**src/rtl/mips_mult_pkg.sv**
```systemverilog
// mips_mult_pkg: shared state encoding and default sizes for the MULT/MULTU sequencer
package mips_mult_pkg;
  localparam int WIDTH_D = 32;
  localparam int CNT_W_D = 6;
  typedef enum logic [1:0] {IDLE = 2'd0, RUN = 2'd1, FIN = 2'd2} state_t;
endpackage

```
**src/rtl/mips_mult_shift_add.sv**
```systemverilog
// mips_mult_shift_add: sign-magnitude shift-add multiplier datapath with HI/LO result registers
module mips_mult_shift_add #(
  parameter int WIDTH = 32
) (
  input  logic             clk,
  input  logic             rst,
  input  logic             load,
  input  logic             step,
  input  logic             finish,
  input  logic             is_signed,
  input  logic [WIDTH-1:0] op_a,
  input  logic [WIDTH-1:0] op_b,
  output logic [WIDTH-1:0] hi,
  output logic [WIDTH-1:0] lo
);
  logic [WIDTH-1:0] mcand, mplier, acc_hi, mag_a, mag_b;
  logic [WIDTH:0] sum;
  logic [2*WIDTH-1:0] acc;
  logic neg;
  // the most negative operand negates to itself, which is its correct unsigned magnitude
  assign mag_a = (is_signed && op_a[WIDTH-1]) ? -op_a : op_a;
  assign mag_b = (is_signed && op_b[WIDTH-1]) ? -op_b : op_b;
  assign sum = mplier[0] ? {1'b0, acc_hi} + {1'b0, mcand} : {1'b0, acc_hi};
  assign acc = {acc_hi, mplier};
  always_ff @(posedge clk) begin
    if (rst) begin
      mcand <= '0;
      mplier <= '0;
      acc_hi <= '0;
      neg <= 1'b0;
      hi <= '0;
      lo <= '0;
    end else begin
      if (load) begin
        mcand <= mag_a;
        mplier <= mag_b;
        acc_hi <= '0;
        neg <= is_signed & (op_a[WIDTH-1] ^ op_b[WIDTH-1]);
      end else if (step) begin
        acc_hi <= sum[WIDTH:1];
        mplier <= {sum[0], mplier[WIDTH-1:1]};
      end
      if (finish) {hi, lo} <= neg ? -acc : acc;
    end
  end
endmodule

```
**src/rtl/mips_mult_sequencer.sv**
```systemverilog
// mips_mult_sequencer: multi-cycle MULT/MULTU control FSM with PC stall gating
module mips_mult_sequencer
  import mips_mult_pkg::*;
#(
  parameter int WIDTH = WIDTH_D,
  parameter int CNT_W = CNT_W_D
) (
  input  logic             clk,
  input  logic             rst,
  input  logic             start,
  input  logic             is_signed,
  input  logic [WIDTH-1:0] op_a,
  input  logic [WIDTH-1:0] op_b,
  input  logic             pc_en_in,
  output logic             pc_en,
  output logic             busy,
  output logic             done,
  output logic [WIDTH-1:0] hi,
  output logic [WIDTH-1:0] lo
);
  state_t state, state_n;
  logic [CNT_W-1:0] cnt;
  logic load, step, finish;
  assign load = (state == IDLE) && start;
  assign step = state == RUN;
  assign finish = state == FIN;
  assign busy = state != IDLE;
  assign pc_en = pc_en_in & ~load & ~step;
  always_comb begin
    state_n = IDLE;
    if (state == IDLE) state_n = start ? RUN : IDLE;
    else if (state == RUN) state_n = (cnt == CNT_W'(WIDTH - 1)) ? FIN : RUN;
  end
  // done is registered alongside hi/lo so it marks the first cycle the result is visible
  always_ff @(posedge clk) begin
    if (rst) begin
      state <= IDLE;
      cnt <= '0;
      done <= 1'b0;
    end else begin
      state <= state_n;
      done <= finish;
      cnt <= load ? '0 : step ? cnt + 1'b1 : cnt;
    end
  end
  mips_mult_shift_add #(.WIDTH(WIDTH)) u_dp (
    .clk(clk),
    .rst(rst),
    .load(load),
    .step(step),
    .finish(finish),
    .is_signed(is_signed),
    .op_a(op_a),
    .op_b(op_b),
    .hi(hi),
    .lo(lo)
  );
endmodule

```
**config.mk**
```make
export PLATFORM = sky130hd
export DESIGN_NAME = mips_mult_sequencer
export DESIGN_NICKNAME = d
export VERILOG_FILES = /design/src/rtl/mips_mult_pkg.sv /design/src/rtl/mips_mult_shift_add.sv /design/src/rtl/mips_mult_sequencer.sv
export SDC_FILE = /design/constraint.sdc
export NUM_CORES = 1
export LEC_CHECK = 0
export ABC_AREA = 0
export CAP_MARGIN = 30
export CORE_MARGIN = 10
export CORE_UTILIZATION = 50
export DETAILED_ROUTE_END_ITERATION = 10
export PLACE_DENSITY = 0.73
export SYNTH_ARGS = -nofsm -noshare
export SYNTH_HDL_FRONTEND = slang
export SYNTH_SLANG_ARGS = --single-unit
```
**constraint.sdc**
```tcl
create_clock -name clk -period 4.2 [get_ports clk]
set_clock_uncertainty 0.2 [all_clocks]
set_input_delay 0.84 -clock clk [delete_from_list [all_inputs] [get_ports clk]]
set_output_delay 0.84 -clock clk [all_outputs]
set_load 0.02 [all_outputs]
```
======== After elaboration in Yosys (flattened, before gate mapping) ========
Cells that the tools add are included.
word-level totals
  RAM bits ................................ 0
  bits of input ports ..................... 69
  memories kept ........................... 0
  register bits after elaboration ......... 170
  output and inout bits ................... 67
  word-level logic and storage cells ...... 40
  latch bits .............................. 0
  memory bits (read-only) ................. 0
operators by class
  add/sub/neg operators ................... 5
  mux-type cells .......................... 10
  shift operators ......................... 0
  equality and inequality tests ........... 3
  multipliers ............................. 0
  $lt $le $gt $ge ......................... 0
  divide/modulo/power cells ............... 0
  bitwise logic cells ..................... 6
  reductions and logical operators ........ 7
operator list
  operator                                       number
  two-way mux 32 bit                             4
  two-way mux 64 bit                             1
  negator 32 bit                                 2
  negator 64 bit                                 1
  adder 32 x 32 -> 33 bit                        1
  two-way mux 33 bit                             1
  adder 6 x 1 -> 6 bit, second input constant    1
  == test 6 x 5 -> 1 bit, second input constant  1
  two-way mux 2 bit                              3
  nonzero test 2 bit                             2
  bitwise AND 1 bit                              3
  logical AND 1 bit                              3
  == test 2 x 1 -> 1 bit, second input constant  1
  == test 2 bit, second input constant           1
  logical NOT 2 bit                              1
  inverter 1 bit                                 2
  OR reduction 2 bit                             1
  two-way mux 1 bit                              1
  XOR 1 bit                                      1

======== Longest topological paths before layout ========
Gate-level depths: netlist of run 1.
  depth in word-level cells ............... 5
  depth in mapped cells ................... 11
  mapped depth without buffers ............ 9

======== Modules after synthesis ========
From an unflattened synthesis of run 1, not the netlist that was laid out.
unflattened totals
  cells, all modules ...................... 1361
  area total of the unflattened synthesis .. 10876.7 um^2
modules (own cells, without submodules)
  module               cells an instance  area each (um^2)  times used  seq. area each (um^2)
  mips_mult_shift_add  1317               10461.3           1           3223.1
  mips_mult_sequencer  44                 415.4             1           180.2

======== Worst setup path after synthesis of run 1 ========
No wires, ideal clock.
  path type ............................... input-to-reg
  from .................................... input port op_b[16]
  to ...................................... register u_dp.mplier[29]
  path buffers ............................ 0
  arrival time ............................ 3.099 ns
  setup slack ............................. 0.769 ns
  data required time ...................... 3.868 ns
  stages .................................. 7
  cell sequence ........................... or3_1 > nor4_1 > or4b_2 > or3_1 > o41ai_2 > xor2_1 > o22ai_1
between the ends
  cells in the longest elaborated chain, start to end .. 3
RTL lines
  what                  RTL line                   RTL
  from (decl)           mips_mult_sequencer.sv:13  input logic [WIDTH-1:0] op_b,
  negator 32 bit        mips_mult_shift_add.sv:22  assign mag_b = (is_signed && op_b[WIDTH-1]) ? -op_b : op_b;
  two-way mux 32 bit    mips_mult_shift_add.sv:22
  two-way mux 32 bit    mips_mult_shift_add.sv:34  if (load) begin
  to (signal assigned)  mips_mult_shift_add.sv:36  mplier <= mag_b;
  to (signal assigned)  mips_mult_shift_add.sv:41  mplier <= {sum[0], mplier[WIDTH-1:1]};
  to (decl)             mips_mult_shift_add.sv:16  logic [WIDTH-1:0] mcand, mplier, acc_hi, mag_a, mag_b;
No other way between the ends.
A chain may end at the register's enable or synchronous reset.

======== Worst setup path in the final report of run 1 ========
  from .................................... input port op_b[14]
  to ...................................... register u_dp.mplier[29]
The elaborated chain is that of the path after synthesis.

==> results of run 1 <==
[sequential cells by signal (all words and copies together), names as in the netlist]
name         flops
u_dp.acc_hi     32
u_dp.hi         32
u_dp.lo         32
u_dp.mcand      32
u_dp.mplier     32
cnt              6
state            2
done             1
u_dp.neg         1
[synth_stat cells (3+ instances only)]
library cell and n:
a21oi_1 92, nand3_1 19, dfxtp_1 170, a21o_1 12
or4_1 11, o22ai_1 13, o21bai_1 5, nand3b_1 4
xor2_1 92, nor2b_1 4, nand4_1 18, and2_1 6
or4_4 3, nor3_1 29, mux2i_1 13, nor3b_1 3
o21a_1 3, a31oi_1 13, xnor2_1 46, or3_1 23
o211ai_1 11, buf_1 7, a311oi_1 25, a221oi_1 9
ha_1 36, inv_1 13, or2_2 6, nor2_1 133
o21ai_0 120, nor4_1 12, o31ai_1 25, nand2_1 163
a211oi_1 52, clkbuf_1 86, o41ai_1 18, and3_1 9
nand2b_1 14
[per-layer routing]
layer / track usage / routed length (um) / up-vias
li1: - / - / 5120
met1: 0.3386 / 15150 / 4708
met2: 0.3061 / 12510 / 359
met3: 0.04655 / 2736 / 24
met4: 0.04871 / 397 / 0
met5: 0 / 0 / -
[worst max-delay path, stage by stage]
cell             delay [ps]
clkdlybuf4s50_1         470
or3_1                   420
nor4_1                  310
or4b_2                  650
or3_1                   440
o41ai_2                 260
xor2_1                  180
o22ai_1                  90
[path summary, 6_finish.rpt]
| path | cells after the start | endpoint | start |
|---|---|---|---|
| setup / recovery | 8 | u_dp.mplier[29]$_SDFFE_PP0P_ | op_b[14] |
| hold / removal | 2 | u_dp.hi[4]$_SDFFE_PP0P_ | u_dp.hi[4]$_SDFFE_PP0P_ |
| setup reg to reg | 7 | u_dp.hi[31]$_SDFFE_PP0P_ | u_dp.mplier[12]$_SDFFE_PP0P_ |
| hold reg to reg | 2 | u_dp.hi[4]$_SDFFE_PP0P_ | u_dp.hi[4]$_SDFFE_PP0P_ |
[logic make-up (layout without fill, tap and decap cells)]
family	count (synthesis)	after routing	share of synthesized area
and+or+nand+nor	466	466	0.2073
muxes	13	13	0.01239
xor gates and xnor gates	138	138	0.1151
DFF	170	170	0.3241
AOI/OAI and AO/OA	421	421	0.2583
adders and majority gates	37	37	0.04480
buffers and inverters	106	202	0.03789
[layout make-up]
type | instances | area share
Clock inverter | 14 | 0.01386
Sequential cell | 170 | 0.2694
Tap cell | 270 | 0.02673
Inverter | 13 | 0.003861
Multi-Input combinational cell | 1075 | 0.5318
Timing Repair Buffer | 157 | 0.1196
Clock buffer | 18 | 0.03475
[power by group]
part / switching [mW] / internal [mW]
combinational: 0.434 / 0.300
clock: 0.730 / 0.918
sequential: 0.112 / 1.68
total: 1.28 / 2.90
==> results.yml, run 1 <==
cts:
  root_buffer: "clkbuf_16"
  clk_pin_slew_ps: 70
  cts_max_path_buffers: 2
  post_cts_buffers: 0
  clock-sinks: 170
  post_cts_resized: 0
  cts_made_buffers: 17
  htreeDepth: 4
  clk_latency_ps: 430
  cts_tree: "yes"
  cts_hold_buf: 0
place:
  hpwl_um: 23720
  dpl_cell_area_um2: 12020
  portBuffers: 135
  dp_cells: 1685
  pre_cts_ws_ps: 216.2
  gp_congestion: 0.9114
global_route:
  antenna_found_initial: 0
  grt_pass1_vias: 9123
  track_usage: 0.2212
  grt_start_max_net_pins: 48
  grt_pass1_wl_um: 48980
  grt_overflow: 0
finish:
  final_cell_area_um2: 12640
  register_area_um2: 3405
  n_fill_cell: 1862
  final_cells: 1717
  final_util: 0.6186
  diodes: 0
  layout_commonest_cell: "dfxtp_1"
  drive_gt1_frac: 0.05460
  layout_common_cells: "dfxtp_1 (169), nand2_1 (163), clkdlybuf4s50_1 (134)"
  multi_input_area_um2: 6720
  syn_to_final_growth_pct: 20.35
  nets: 1540
detailed_routing:
  vias_per_cell: 5.947
  drt_pass1_iterations: 6
  drcViolationCount: 0
  wl_per_cell_um: 17.93
  antenna_left: 0
  vias: 10211
  drt-total-wl_um: 30790
  drtIter0Drc: 797
job:
  drv_cap: 0
sta:
  hold_violations: 0
  min_period_ps: 3572
  worst_pin_slew_ps: 742.1
  slew_violations: 0
  fmax_ghz: 0.2799
  fin_tns_setup_ps: 0
  post-route-period-util: 0.8505
  rsz0062_at_grt: "false"
  worst_slew_margin_rel: 0.5050
  fin_ws_ps: 627.7
  finalSetupViolations: 0
  holdWs_ps: 251.4
pwr:
  leakagePower_nw: 4.410
  power_density_nw_per_um2: 330.4
  finalPower_mw: 4.175
  ir_drop_mv: 0.2613
yosys:
  synth_fp_nets: 1457
  syn_area_per_cell_um2: 7.772
  synth-edff-count: 0
  synth_ff_type: "dfxtp_1"
  seq_area_frac_synth: 0.3241
  async_reset_ff_frac: 0
  yosysWarnings: 0
  synth.distinct_cells: 64
  yosysTopAreaCell: "dfxtp_1"
  synth_top_area_frac: 0.3241
  syn_inst: 1351
  synth_area_um2: 10500
  synth_area_leaders: "dfxtp_1 (32%), xor2_1 (7.7%), nand2_1 (5.8%), o21ai_0 (5.7%), nor2_1 (4.8%)"
  synth-seq-cells: 170
die:
  num_rows: 52
  die_area_um2: 27200
  core_um2: 20430
  die_w_um: 164.9
  fp.dieH_um: 164.9
  io_pins: 136
  start_util: 0.5140
worst_setup_path:
  worstPathRequired_ps: 4300
  critPathLaunchType: "primary input"
  reg2reg_slack_ps: 740
  path_class: "in2reg"
  cp.arrival_ps: 3670
  path_max_fanout: 4
  worstSetupEndpointType: "flop"
outcome:
  status: "completed"
worst_hold_path:
  hold_path.class: "reg2reg"
Note: power is estimated with default switching activity, not from simulation.
==> inputs of run 2 (changes only) <==
--- a/config.mk
+++ b/config.mk
@@ -10,7 +10,7 @@
 export CORE_MARGIN = 10
 export CORE_UTILIZATION = 50
 export DETAILED_ROUTE_END_ITERATION = 10
-export PLACE_DENSITY = 0.73
+export PLACE_DENSITY = 0.79
 export SYNTH_ARGS = -nofsm -noshare
 export SYNTH_HDL_FRONTEND = slang
 export SYNTH_SLANG_ARGS = --single-unit
==> run 2 against run 1 <==
Against the previous run: critical path depth unchanged; sequential share of layout area grew 0.12 points; combinational power about the same; critical path type unchanged; critical endpoint unchanged; largest power group unchanged; highest routed layer unchanged.
==> results.yml, run 2 (synthesized netlist as in run 1, its figures left out) <==
outcome:
  status: "completed"
cts:
  cts_max_path_buffers: 2
  cts_hold_buf: 0
  clock-sinks: 170
  post_cts_buffers: 0
  cts_tree: "yes"
  clk_pin_slew_ps: 70
  post_cts_resized: 0
  clk_latency_ps: 440
  root_buffer: "clkbuf_16"
  cts_made_buffers: 17
  htreeDepth: 4
global_route:
  grt_busiest_layer: "met1"
  grt_pass1_vias: 9256
  grt_start_max_net_pins: 82
  antenna_found_initial: 0
  grt_pass1_wl_um: 48890
  use_met3: 0.04307
  track_usage: 0.2191
  grtUsageMet1: 0.3260
  grt_overflow: 0
  grtUsageMet2: 0.3157
die:
  die_w_um: 164.9
  die_area_um2: 27200
  fp.dieH_um: 164.9
  core_um2: 20430
  start_util: 0.5140
  num_rows: 52
  io_pins: 136
finish:
  drive_gt1_frac: 0.05198
  nets: 1536
  final_cells: 1713
  layout_common_cells: "dfxtp_1 (169), nand2_1 (163), clkdlybuf4s50_1 (134)"
  layout_commonest_cell: "dfxtp_1"
  diodes: 0
  syn_to_final_growth_pct: 19.83
  final_cell_area_um2: 12580
detailed_routing:
  vias: 10230
  drtIter0Drc: 862
  antenna_left: 0
  drcViolationCount: 0
  drt_pass1_iterations: 5
  wl_per_cell_um: 17.86
  vias_per_cell: 5.972
  drt-total-wl_um: 30590
worst_setup_path:
  critPathLaunchType: "primary input"
  worstPathRequired_ps: 4300
  path_class: "in2reg"
  path_cells: "clkdlybuf4s50_1 > or3_1 > nor4_1 > or4b_2 > or3_1 > o41ai_2 > xor2_1 > o22ai_1"
  crit_start: "op_b[16]"
  crit_family: "simple AND/OR/NAND/NOR gates"
  cp.arrival_ps: 3670
  max_stage_delay_ps: 660
  cpMostUsedCell: "or3_1"
  worstSetupEndpointType: "flop"
  r2r_start: "u_dp.mplier[12]$_SDFFE_PP0P_"
  path_max_fanout: 5
  path_buf_inv: 1
  slowest_stage: "or4b_2"
sta:
  worst_pin_slew_ps: 879.0
  fmax_ghz: 0.2801
  min_period_ps: 3570
  post-route-period-util: 0.8499
  worst_slew_margin_rel: 0.4140
  fin_tns_setup_ps: 0
  finalSetupViolations: 0
  rsz0062_at_grt: "false"
  hold_violations: 0
  slew_violations: 0
  holdWs_ps: 251.2
pwr:
  p_comb_frac: 0.179
  finalPower_mw: 4.098
  power_density_nw_per_um2: 325.7
  pwr-share-clk: 0.384
  p_sw_mw: 1.309
  swShare: 0.3195
  internal_power_mw: 2.788
  seqPwrFrac: 0.438
  ir_drop_mv: 0.2754
  leakagePower_nw: 4.367
place:
  dp_cells: 1681
  hpwl_um: 23420
  dpl_cell_area_um2: 11990
  gp_congestion: 0.8965
  portBuffers: 135
worst_hold_path:
  hold_path_startpoint: "u_dp.hi[6]$_SDFFE_PP0P_"
  hold_path.class: "reg2reg"
job:
  drv_cap: 0
-- run 2: cell count changes in the layout (fill, tap and decap cells not counted) --
cell and change:
buf_4 -4, clkinvlp_4 +3, bufinv_16 -2, clkinv_4 -2, clkinv_8 +2, clkinv_2 -1
inv_6 -1, inv_8 +1
-- run 2: final cells by class --
| class | count | area (um2) |
|---|---|---|
| clock buffers | 18 | 439.2 |
| clock inverters | 14 | 150.1 |
| fillers | 1851 | 7848 |
| inverters | 13 | 48.80 |
| multi-input cells | 1075 | 6720 |
| flip-flops and latches | 170 | 3405 |
| well taps | 270 | 337.8 |
| repair buffers | 153 | 1481 |
-- run 2: worst paths after layout --
kind | to | slack (ps) | cells past startpoint
setup / recovery | u_dp.mplier[29]$_SDFFE_PP0P_ | 630 | 8
hold / removal | u_dp.hi[6]$_SDFFE_PP0P_ | 250 | 2
setup reg to reg | u_dp.hi[31]$_SDFFE_PP0P_ | 890 | 7
hold reg to reg | u_dp.hi[6]$_SDFFE_PP0P_ | 250 | 2
-- run 2: worst register-to-register path, delay by kind of cell (launching register included) --
family          cells  cell delay, ps
flops               1             390
compound gates      2             480
xor+xnor            1             230
simple gates        4            1870
-- run 2: power groups by stage --
stage	registers, mW	logic, mW	clock network, mW
floorplan	1.77	0.511	0
global placement	1.82	0.708	0
detailed placement	1.82	0.721	0
CTS	1.79	0.725	1.58
global route	1.80	0.811	1.65
finish	1.79	0.732	1.57
-- run 2: per-stage QoR --
stage               utilization  worst slack (ps)
floorplan                     -             769.1
global placement         0.5870             209.1
detailed placement       0.5870             156.7
CTS                      0.6159             626.7
global route             0.6159             455.1
finish                   0.6159             630.3
-- run 2: layer usage --
metal,up-vias,wire length [um]
met3,28,2714
met4,0,381
li1,5112,-
met5,-,0
met2,359,12640
met1,4731,14850
==> RTL change, RTL diff (settings of run 1) <==
Re-encode `state_t` (3 states) as one-hot, 3 bits wide.
--- a/src/rtl/mips_mult_pkg.sv
+++ b/src/rtl/mips_mult_pkg.sv
@@ -2,6 +2,6 @@
 package mips_mult_pkg;
   localparam int WIDTH_D = 32;
   localparam int CNT_W_D = 6;
-  typedef enum logic [1:0] {IDLE = 2'd0, RUN = 2'd1, FIN = 2'd2} state_t;
+  typedef enum logic [2:0] {IDLE = 3'b001, RUN = 3'b010, FIN = 3'b100} state_t;
 endpackage
 
Function: same outputs for any inputs over 10 cycles, from zero or initial values and one cycle with rst high; not proved beyond that.
==> RTL change against run 1 <==
  * Wire length down 1.4%
  * Synthesized area up 0.86%
  * Design area up 1.4%
  * Die area up 0.75%
  * Setup slack worse by 0.26 ns
  * Highest routed layer unchanged
  * Critical path type unchanged
  * Total power down 2.2%
  * Sequential cell count up 1
==> RTL change: results (changes against run 1) <==
Synthesis
  • FFs w/ async S/R, synth: 0 (unchanged)
  • Sequential fraction of the synthesis area: 0.323 (was 0.324)
  • Mapped Nets: 1476 (was 1457)
  • Synthesized area per cell: 7.73 um2 (was 7.77 um2)
  • Synth cell count leaders: nor2_1, dfxtp_1, nand2_1, a21oi_1, a211oi_1 (was dfxtp_1, nand2_1, nor2_1, o21ai_0)
  • Dominant synthesized flop cell: dfxtp_1 (unchanged)
  • Netlist cell types: 63 (was 64)
  • Yosys warns: 0 (unchanged)
  • Largest cells by area after synthesis: dfxtp_1, xor2_1, nor2_1, a211oi_1, nand2_1 (was dfxtp_1, xor2_1, nand2_1, o21ai_0, nor2_1)

Min path
  • Tightest Hold Check Type: reg -> reg (unchanged)

CTS
  • Clock buffer depth: 2 (unchanged)
  • Clock root buffer: clkbuf_16 (unchanged)
  • PostCTS Resize Cnt: 0 (unchanged)
  • Worst-Skew Late Latency: 0.43 ns (about the same)
  • Post CTS Setup Buffer Count: 0 (unchanged)
  • Cts bufs inserted: 17 (unchanged)
  • # H-tree levels: 4 (unchanged)
  • Clk pin slew, worst setup/hold paths: 0.07 ns (about the same)

Setup path
  • Reg2reg path depth: 9 (was 7)
  • Crit. Startpoint: op_b[1] (was op_b[14])
  • WP data arrival: 3.97 ns (was 3.67 ns)
  • Critical path capture point: u_dp.mplier[28] (was u_dp.mplier[29])
  • Worst Path Max Fanout: 4 (unchanged)
  • Reg2reg start: u_dp.mplier[2] (was u_dp.mplier[12])
  • Worst R2R Setup Slack: 0.57 ns (was 0.74 ns)
  • Reg-to-reg endpoint: u_dp.hi[18] (was u_dp.hi[31])

Global route
  • Initial antenna violation count: 0 (unchanged)
  • All-Layer GR Usage: 0.215 (was 0.221)
  • Vias in the first global route: 9259 (was 9123)
  • Largest net degree at the start of global routing: 107 (was 48)
  • First-pass GRT wire length: 48.1 mm (was 49.0 mm)

Detailed routing
  • Iter 0 DRT Violations: 941 (was 797)
  • First-pass DRT Iterations: 5 (was 6)
  • WL/cell: 17.3 um (was 17.9 um)
  • Vias post-DR: 10.2k (about the same)

Place
  • Placed cell area: 12200 um2 (was 12000 um2)
  • Detailed Place HPWL: 22.5 mm (was 23.7 mm)
  • GP Congestion: 0.885 (was 0.911)
  • Buffers on Ports: 135 (unchanged)
  • Placed Instances: 1719 (was 1685)

Finish
  • Nets: 1570 (was 1540)
  • Post-route insts no fill: 1752 (was 1717)
  • FILL cells: 1961 (was 1862)
  • Share of cells above drive strength 1: 0.0596 (was 0.0546)
  • # diodes: 0 (unchanged)

Power
  • Max IR drop VDD: 0.000306 V (was 0.000261 V)
  • Leakage power: 4.65 nW (was 4.41 nW)

Timing
  • Slew margin rel.: 0.391 (was 0.505)
  • Hold slack final: 0.252 ns (was 0.251 ns)

Run status
  • Run status: finished clean (unchanged)
-- RTL change: report_power, final --
group	internal, W	switching (W)	leakage [nW]
combinational	0.000289	0.000395	2.97
clock	0.000854	0.000761	0.287
sequential	0.00169	0.0000974	1.39
total	0.00283	0.00125	4.65
-- RTL change: metrics by stage --
step	setup slack [ns]	power, W	util
after floorplan	0.728	0.00226	-
after global placement	0.0534	0.00248	0.581
after detailed placement	-0.0542	0.00249	0.581
after CTS	0.387	0.00409	0.610
after global routing	0.0623	0.00426	0.611
final	0.363	0.00408	0.611
-- RTL change: cell families after synthesis --
family	Yosys count	share of synthesized area
and+or+nand+nor	509	0.220
buffers and inverters	111	0.0395
AOI/OAI and AO/OA	387	0.242
xor gates and xnor gates	140	0.116
DFF	171	0.323
adders and majority gates	37	0.0444
muxes	15	0.0143
-- RTL change: area by class of cell --
class | count | share of cell area
inverter | 20 | 0.00586
multi-input combinational | 1088 | 0.528
timing repair buffer | 166 | 0.125
sequential | 171 | 0.267
clock buffer | 17 | 0.0332
tap | 275 | 0.0269
clock inverter | 15 | 0.0140
-- RTL change: worst min-delay path by stage --
stage                   start              to  depth (start not counted)
5_1_grt           u_dp.hi[14]     u_dp.hi[14]                          2
2_1_floorplan  u_dp.mcand[17]  u_dp.mcand[17]                          2
3_5_place_dp      u_dp.hi[29]     u_dp.hi[29]                          2
6_report          u_dp.hi[29]     u_dp.hi[29]                          2
4_1_cts           u_dp.hi[29]     u_dp.hi[29]                          2
3_3_place_gp       u_dp.hi[2]      u_dp.hi[2]                          2
-- RTL change: critical path, stage by stage --
cell and delay (ns):
clkdlybuf4s50_1 0.43, inv_1 0.07, ha_1 0.18, or4b_2 0.66, nor4b_1 0.40, and2_1 0.29
nand2_1 0.09, nor4_1 0.36, a21oi_1 0.15, xor2_1 0.17, nor2_1 0.06, a311oi_1 0.27
-- RTL change: routing by layer --
metal / global-route usage / part of all wire / vias up
met5: 0 / 0 / -
met2: 0.317 / 0.42 / 331
met4: 0.0491 / 0.011 / 0
met3: 0.0441 / 0.077 / 22
li1: - / - / 5144
met1: 0.315 / 0.49 / 4666
